===== src/rtl/mpr_pkg.sv =====
// Shared types and defaults for the multi-context pipeline register bank.
// Snapshot shape mirrors one inter-stage pipeline register.
package mpr_pkg;

  localparam int DEF_NUM_FIELDS = 15;
  localparam int DEF_WIDTH      = 32;
  localparam int DEF_TAG_W      = 8;
  localparam int DEF_NUM_SLOTS  = 4;

  typedef logic [DEF_WIDTH-1:0] field_t;
  typedef field_t [DEF_NUM_FIELDS-1:0] snapshot_t;

  typedef struct packed {
    logic                 valid;
    logic [DEF_TAG_W-1:0] tag;
  } slot_t;

endpackage


===== src/rtl/mpr_ctx_bank_if.sv =====
// Save/restore/free request bundle and registered status outputs
// between a pipeline stage and its context bank.
interface mpr_ctx_bank_if
  import mpr_pkg::*;
#(
  parameter int NUM_FIELDS = DEF_NUM_FIELDS,
  parameter int WIDTH      = DEF_WIDTH,
  parameter int NUM_SLOTS  = DEF_NUM_SLOTS,
  parameter int TAG_W      = DEF_TAG_W
) ();

  localparam int OW = $clog2(NUM_SLOTS + 1);

  logic                             save_valid;
  logic [TAG_W-1:0]                 save_tag;
  logic [NUM_FIELDS-1:0][WIDTH-1:0] save_data;
  logic                             restore_req;
  logic [TAG_W-1:0]                 restore_tag;
  logic                             free_valid;
  logic [TAG_W-1:0]                 free_tag;
  logic                             restore_sel;
  logic [NUM_FIELDS-1:0][WIDTH-1:0] restore_data;
  logic                             restore_miss;
  logic                             overflow;
  logic                             full;
  logic [OW-1:0]                    occupancy;

  modport master (
    output save_valid, save_tag, save_data,
    output restore_req, restore_tag,
    output free_valid, free_tag,
    input  restore_sel, restore_data, restore_miss,
    input  overflow, full, occupancy
  );

  modport slave (
    input  save_valid, save_tag, save_data,
    input  restore_req, restore_tag,
    input  free_valid, free_tag,
    output restore_sel, restore_data, restore_miss,
    output overflow, full, occupancy
  );

endinterface


===== src/rtl/mpr_free_slot_enc.sv =====
// Lowest-index free-slot priority encoder over the slot valid vector.
module mpr_free_slot_enc #(
  parameter int N  = 4,
  parameter int IW = $clog2(N)
) (
  input  logic [N-1:0]  valid,
  output logic [IW-1:0] index,
  output logic          any_free
);

  // Scan high to low so the lowest free index is the last one written
  always_comb begin
    index    = '0;
    any_free = 1'b0;
    for (int i = N - 1; i >= 0; i--) begin
      if (!valid[i]) begin
        index    = IW'(i);
        any_free = 1'b1;
      end
    end
  end

endmodule


===== src/rtl/mpr_ctx_bank.sv =====
// Tagged multi-context snapshot bank beside one pipeline register.
// Restore is read-before-write; save beats free/consume on the same slot.
module mpr_ctx_bank
  import mpr_pkg::*;
#(
  parameter int NUM_FIELDS         = DEF_NUM_FIELDS,
  parameter int WIDTH              = DEF_WIDTH,
  parameter int NUM_SLOTS          = DEF_NUM_SLOTS,
  parameter int TAG_W              = DEF_TAG_W,
  parameter bit CONSUME_ON_RESTORE = 1'b0
) (
  input logic           clk,
  input logic           rst_n,
  mpr_ctx_bank_if.slave bus
);

  localparam int IW = $clog2(NUM_SLOTS);
  localparam int OW = $clog2(NUM_SLOTS + 1);

  typedef logic [NUM_FIELDS-1:0][WIDTH-1:0] snap_t;

  logic [NUM_SLOTS-1:0] valid;
  logic [NUM_SLOTS-1:0] valid_nx;
  logic [TAG_W-1:0]     tags [NUM_SLOTS];
  snap_t                mem  [NUM_SLOTS];

  logic [NUM_SLOTS-1:0] hit_s;
  logic [NUM_SLOTS-1:0] hit_r;
  logic [NUM_SLOTS-1:0] hit_f;
  logic [NUM_SLOTS-1:0] wr_en;
  logic [NUM_SLOTS-1:0] clr;
  logic [IW-1:0]        free_idx;
  logic                 any_free;
  logic                 s_hit;
  logic                 r_hit;
  logic                 alloc;
  snap_t                rd_data;
  logic [OW-1:0]        occ_nx;

  mpr_free_slot_enc #(
    .N  (NUM_SLOTS),
    .IW (IW)
  ) u_enc (
    .valid    (valid),
    .index    (free_idx),
    .any_free (any_free)
  );

  always_comb begin
    for (int i = 0; i < NUM_SLOTS; i++) begin
      hit_s[i] = valid[i] && (tags[i] == bus.save_tag);
      hit_r[i] = valid[i] && (tags[i] == bus.restore_tag);
      hit_f[i] = valid[i] && (tags[i] == bus.free_tag);
    end
  end

  always_comb begin
    s_hit   = |hit_s;
    r_hit   = bus.restore_req && |hit_r;
    alloc   = bus.save_valid && !s_hit && any_free;
    wr_en   = '0;
    clr     = '0;
    rd_data = '0;
    occ_nx  = '0;
    for (int i = 0; i < NUM_SLOTS; i++) begin
      wr_en[i] = bus.save_valid &&
                 (hit_s[i] || (alloc && free_idx == IW'(i)));
      clr[i]   = (bus.free_valid && hit_f[i]) ||
                 (CONSUME_ON_RESTORE && bus.restore_req && hit_r[i]);
      if (hit_r[i]) rd_data = rd_data | mem[i];
    end
    // Allocation only targets slots free before the edge, so set after clear
    valid_nx = (valid & ~clr) | wr_en;
    for (int i = 0; i < NUM_SLOTS; i++) begin
      occ_nx = occ_nx + OW'(valid_nx[i]);
    end
  end

  always_ff @(posedge clk) begin
    if (!rst_n) begin
      valid            <= '0;
      bus.restore_sel  <= 1'b0;
      bus.restore_miss <= 1'b0;
      bus.restore_data <= '0;
      bus.overflow     <= 1'b0;
      bus.full         <= 1'b0;
      bus.occupancy    <= '0;
    end else begin
      valid            <= valid_nx;
      bus.restore_sel  <= r_hit;
      bus.restore_miss <= bus.restore_req && !(|hit_r);
      if (r_hit) bus.restore_data <= rd_data;
      bus.overflow     <= bus.save_valid && !s_hit && !any_free;
      bus.full         <= &valid_nx;
      bus.occupancy    <= occ_nx;
    end
  end

  always_ff @(posedge clk) begin
    for (int i = 0; i < NUM_SLOTS; i++) begin
      if (rst_n && wr_en[i]) begin
        tags[i] <= bus.save_tag;
        mem[i]  <= bus.save_data;
      end
    end
  end

endmodule


===== src/flat_wrapper.sv =====
// flat-port wrapper written by rule: the top's interface ports become plain ports
module mpr_ctx_bank_flat import mpr_pkg::*;
#(
  parameter int NUM_FIELDS         = DEF_NUM_FIELDS,
  parameter int WIDTH              = DEF_WIDTH,
  parameter int NUM_SLOTS          = DEF_NUM_SLOTS,
  parameter int TAG_W              = DEF_TAG_W,
  parameter bit CONSUME_ON_RESTORE = 1'b0
)
  (clk, rst_n, bus_save_valid, bus_save_tag, bus_save_data, bus_restore_req, bus_restore_tag, bus_free_valid, bus_free_tag, bus_restore_sel, bus_restore_data, bus_restore_miss, bus_overflow, bus_full, bus_occupancy);
  mpr_ctx_bank_if #(.NUM_FIELDS(NUM_FIELDS), .WIDTH(WIDTH), .NUM_SLOTS(NUM_SLOTS), .TAG_W(TAG_W)) bus_i ();
  input logic clk;
  input logic rst_n;
  input wire logic [$bits(bus_i.save_valid)-1:0] bus_save_valid;
  input wire logic [$bits(bus_i.save_tag)-1:0] bus_save_tag;
  input wire logic [$bits(bus_i.save_data)-1:0] bus_save_data;
  input wire logic [$bits(bus_i.restore_req)-1:0] bus_restore_req;
  input wire logic [$bits(bus_i.restore_tag)-1:0] bus_restore_tag;
  input wire logic [$bits(bus_i.free_valid)-1:0] bus_free_valid;
  input wire logic [$bits(bus_i.free_tag)-1:0] bus_free_tag;
  output wire logic [$bits(bus_i.restore_sel)-1:0] bus_restore_sel;
  output wire logic [$bits(bus_i.restore_data)-1:0] bus_restore_data;
  output wire logic [$bits(bus_i.restore_miss)-1:0] bus_restore_miss;
  output wire logic [$bits(bus_i.overflow)-1:0] bus_overflow;
  output wire logic [$bits(bus_i.full)-1:0] bus_full;
  output wire logic [$bits(bus_i.occupancy)-1:0] bus_occupancy;
  assign bus_i.save_valid = bus_save_valid;
  assign bus_i.save_tag = bus_save_tag;
  assign bus_i.save_data = bus_save_data;
  assign bus_i.restore_req = bus_restore_req;
  assign bus_i.restore_tag = bus_restore_tag;
  assign bus_i.free_valid = bus_free_valid;
  assign bus_i.free_tag = bus_free_tag;
  assign bus_restore_sel = bus_i.restore_sel;
  assign bus_restore_data = bus_i.restore_data;
  assign bus_restore_miss = bus_i.restore_miss;
  assign bus_overflow = bus_i.overflow;
  assign bus_full = bus_i.full;
  assign bus_occupancy = bus_i.occupancy;
  mpr_ctx_bank #(.NUM_FIELDS(NUM_FIELDS), .WIDTH(WIDTH), .NUM_SLOTS(NUM_SLOTS), .TAG_W(TAG_W), .CONSUME_ON_RESTORE(CONSUME_ON_RESTORE)) u_core (.clk(clk), .rst_n(rst_n), .bus(bus_i));
endmodule

===== config.mk =====
export PLATFORM = sky130hd
export DESIGN_NAME = mpr_ctx_bank_flat
export DESIGN_NICKNAME = d
export VERILOG_FILES = /design/src/rtl/mpr_pkg.sv /design/src/rtl/mpr_ctx_bank_if.sv /design/src/rtl/mpr_free_slot_enc.sv /design/src/rtl/mpr_ctx_bank.sv /design/src/flat_wrapper.sv
export SDC_FILE = /design/constraint.sdc
export NUM_CORES = 2
export LEC_CHECK = 0
export ABC_AREA = 1
export BUFFER_PORTS_ARGS = -buffer_cell sky130_fd_sc_hd__clkbuf_2
export CORE_ASPECT_RATIO = 0.9
export CORE_UTILIZATION = 30
export DETAILED_ROUTE_END_ITERATION = 8
export GPL_TIMING_DRIVEN = 0
export PLACE_DENSITY = 0.5
export SYNTH_ARGS = -nofsm -noshare
export SYNTH_HDL_FRONTEND = slang
export SYNTH_SLANG_ARGS = --single-unit

===== constraint.sdc =====
create_clock -name clk -period 26.3 [get_ports clk]
set_input_delay 3.945 -clock clk [delete_from_list [all_inputs] [get_ports clk]]
set_output_delay 3.945 -clock clk [all_outputs]
set_load 0.005 [all_outputs]

==> reports/results.ini <==
[global_routing]
grt_max_degree = 27
grt-ovfl-total = 0
antenna_found_initial = 161
grt_pass1_vias = 62100
track_usage_pct = 19.2
grt_pass1_wl_um = 437000

[clocking]
cts_buffers = 274
clk_pin_slew_ns = 0.06
cts_resized = 0
clock-sinks = 2443
post_cts_buffers = 0
clock_path_buffers = 4
cts_tree = yes
h-tree-depth = 5
cts-hold-fix-buffers = 0
clock_latency_ns = 0.86
cts_root_buf = clkbuf_16

[critical_path]
critical-path-max-stage-delay_ns = 0.86
critical_path.max_fanout = 26
start_kind = input port
rrSetupSlack_ns = 22.31
crit_end = u_core.mem[2][383]
slowest_stage = nor2_4
setup.worst_path.class = in2reg
reg2reg_depth = 11
required_ns = 26.85
critical_path_buf_inv_count = 9
endpoint_kind = flip-flop
crit_path_frequent_cell = buf_12
crit_arrival_ns = 8.14
crit_family = buffers and inverters
r2r-start = u_core.tags[0][4]
cp.depth = 10
path_cells = clkbuf_2 > buf_12 > clkbuf_1 > clkinv_1 > nor2_4 > buf_12 > buf_12 > buf_12 > buf_12 > buf_12
timing.rr.end = u_core.bus.restore_data[105]
crit_path_start = rst_n

[die]
coreArea_um2 = 307000
start_util_pct = 30.1
die_area_um2 = 311000
die_w_um = 588
rows = 193
die_h_um = 529
io_pins = 996

[timing]
worst_hold_slack_ns = 0.509
finalHoldViolations = 0
relSlewSlack_pct = 12.7
tightest_slew_ns = 1.31
min_period_over_period_pct = 28.9
setup_viol = 0
period_minus_slack_ns = 7.59
timing.fmax_ghz = 0.132
rsz0062_at_grt = false
maxSlewViolCount = 0
skew_ns = 0.0371

[drt]
firstDrtPassIters = 6
drt_wl_total_um = 310000
routedWlPerCell_um = 22.5
drc = 0
drt_iter0_drc = 5284
vias_per_cell = 4.70
ant_nets = 0
vias = 64800

[finish]
syn_to_final_growth_pct = 22.9
mostFrequentLayoutCell = nand2_1
final_layout_size_suffix_gt1_share_pct = 17.5
final_cell_mix = 2040 x nand2_1, 1952 x edfxtp_1, 996 x clkbuf_2, 988 x nor2_1, 971 x nand3_1
multi_input_area_um2 = 20000
nets = 9929
fillCellCount = 30100
ff_latch_area_um2 = 68400

[synth]
syn_nets = 8569
netlist_area_um2 = 92600
syn_area_per_cell_um2 = 11.5
seq_area_frac_synth_pct = 73.9
yosysWarnings = 0
ys_ff_latch = 2443
synth_cell_types = 33
syn_inst = 8057

[pwr]
p_leak_uw = 0.0439
power_uw = 8220
vdd_ir_drop_max_mv = 0.0437
p_per_area_nw_per_um2 = 72.3

[placed_design]
hpwl_um = 217000
port_buffers = 989
gp_congestion = 0.843

[flow_run]
maxCapViolations = 0

[worst_hold_path]
worst_hold_path_type = reg2reg

[outcome]
status = complete, no violations

[area by class of cell]
cell class | count | share of cell area [%]
flip-flops and latches | 2443 | 60.1
multi-input cells | 4584 | 17.6
clock buffers | 359 | 6.55
repair buffers | 1084 | 6.11
well taps | 4095 | 4.50
plain buffers | 485 | 1.84
inverters | 545 | 1.80
clock inverters | 143 | 1.33
diodes | 57 | 0.125
[worst reg2reg max path, delay by kind of cell, from the launching register on]
family | cells | cell delay [ns]
and+or+nand+nor | 6 | 1.87
buffers and inverters | 3 | 1.09
DFF | 1 | 0.48
AOI/OAI and AO/OA | 1 | 0.23
xor gates and xnor gates | 1 | 0.20
[flip-flops by register name, indices dropped and copies added, names as in the netlist]
register                 flops
u_core.bus.full              1
u_core.bus.occupancy         3
u_core.bus.overflow          1
u_core.bus.restore_data    480
u_core.bus.restore_miss      1
u_core.bus.restore_sel       1
u_core.mem                1920
u_core.tags                 32
u_core.valid                 4
[worst min-delay path by stage]
stage,cells past startpoint,end,startpoint
after floorplan,2,u_core.bus.overflow,u_core.valid[2]
after global placement,4,u_core.bus.restore_data[465],u_core.bus.restore_data[465]
after detailed placement,4,u_core.bus.restore_data[85],u_core.bus.restore_data[85]
after CTS,4,u_core.bus.restore_data[347],u_core.bus.restore_data[347]
after global routing,4,u_core.bus.restore_data[14],u_core.bus.restore_data[14]
final,4,u_core.bus.restore_data[233],u_core.bus.restore_data[233]
[Yosys cell counts, drive strengths merged]
cell / instances / area share [%]
nand4: 487 / 3.3
nor3b: 2 / 0.022
xor2: 12 / 0.11
nand3: 971 / 5.2
a221oi: 2 / 0.019
and2: 1 / 0.0068
inv: 544 / 2.2
nand2: 2040 / 8.3
ha: 2 / 0.027
o2111ai: 8 / 0.076
o22ai: 11 / 0.074
o211ai: 4 / 0.032
a21oi: 16 / 0.087
clkinv: 1 / 0.0041
nor3: 5 / 0.032
fa: 1 / 0.022
dfxtp: 491 / 11
nor2: 992 / 4.0
o41ai: 2 / 0.019
edfxtp: 1952 / 63
o21ai: 8 / 0.043
clkbuf: 297 / 1.2
or2: 1 / 0.0068
xnor2: 17 / 0.16
o21bai: 2 / 0.016
buf: 188 / 1.0
[per-stage QoR]
| stage | std cells | utilization [%] | TNS (ns) | setup WS [ns] | instance area [um^2] |
|---|---|---|---|---|---|
| after floorplan | 8057 | - | -64.37 | -0.132 | 92600 |
| after global placement | 13100 | 33.4 | - | -23.92 | 103000 |
| after detailed placement | 13200 | 34.1 | 0 | 17.62 | 105000 |
| after CTS | 13700 | 37.0 | 0 | 18.58 | 114000 |
| after global routing | 13800 | 37.0 | 0 | 18.55 | 114000 |
| final | 13800 | 37.0 | 0 | 18.71 | 114000 |
[routing by layer]
layer,track usage [%],vias to the layer above,share of wire [%]
met3,5.65,599,8.4
met5,0,-,0.24
met4,7.48,118,3.9
met2,30.6,2174,46
met1,24.5,31600,42
li1,-,30400,-
[logic make-up after synthesis]
group / count (synthesis) / synth area share, %
AND/OR/NAND/NOR: 4499 / 20.9
AO/OA/AOI/OAI: 53 / 0.366
XOR/XNOR: 29 / 0.274
flip-flops: 2443 / 73.9
buffers and inverters: 1030 / 4.46
adder cells (fa/ha/maj): 3 / 0.0487
[where the power goes]
group	internal, uW	total (uW)	switching (uW)
combinational	47.7	176	128
clock	2240	3840	1590
sequential	4200	4210	8.24
Note: power is estimated with default switching activity, not from simulation.
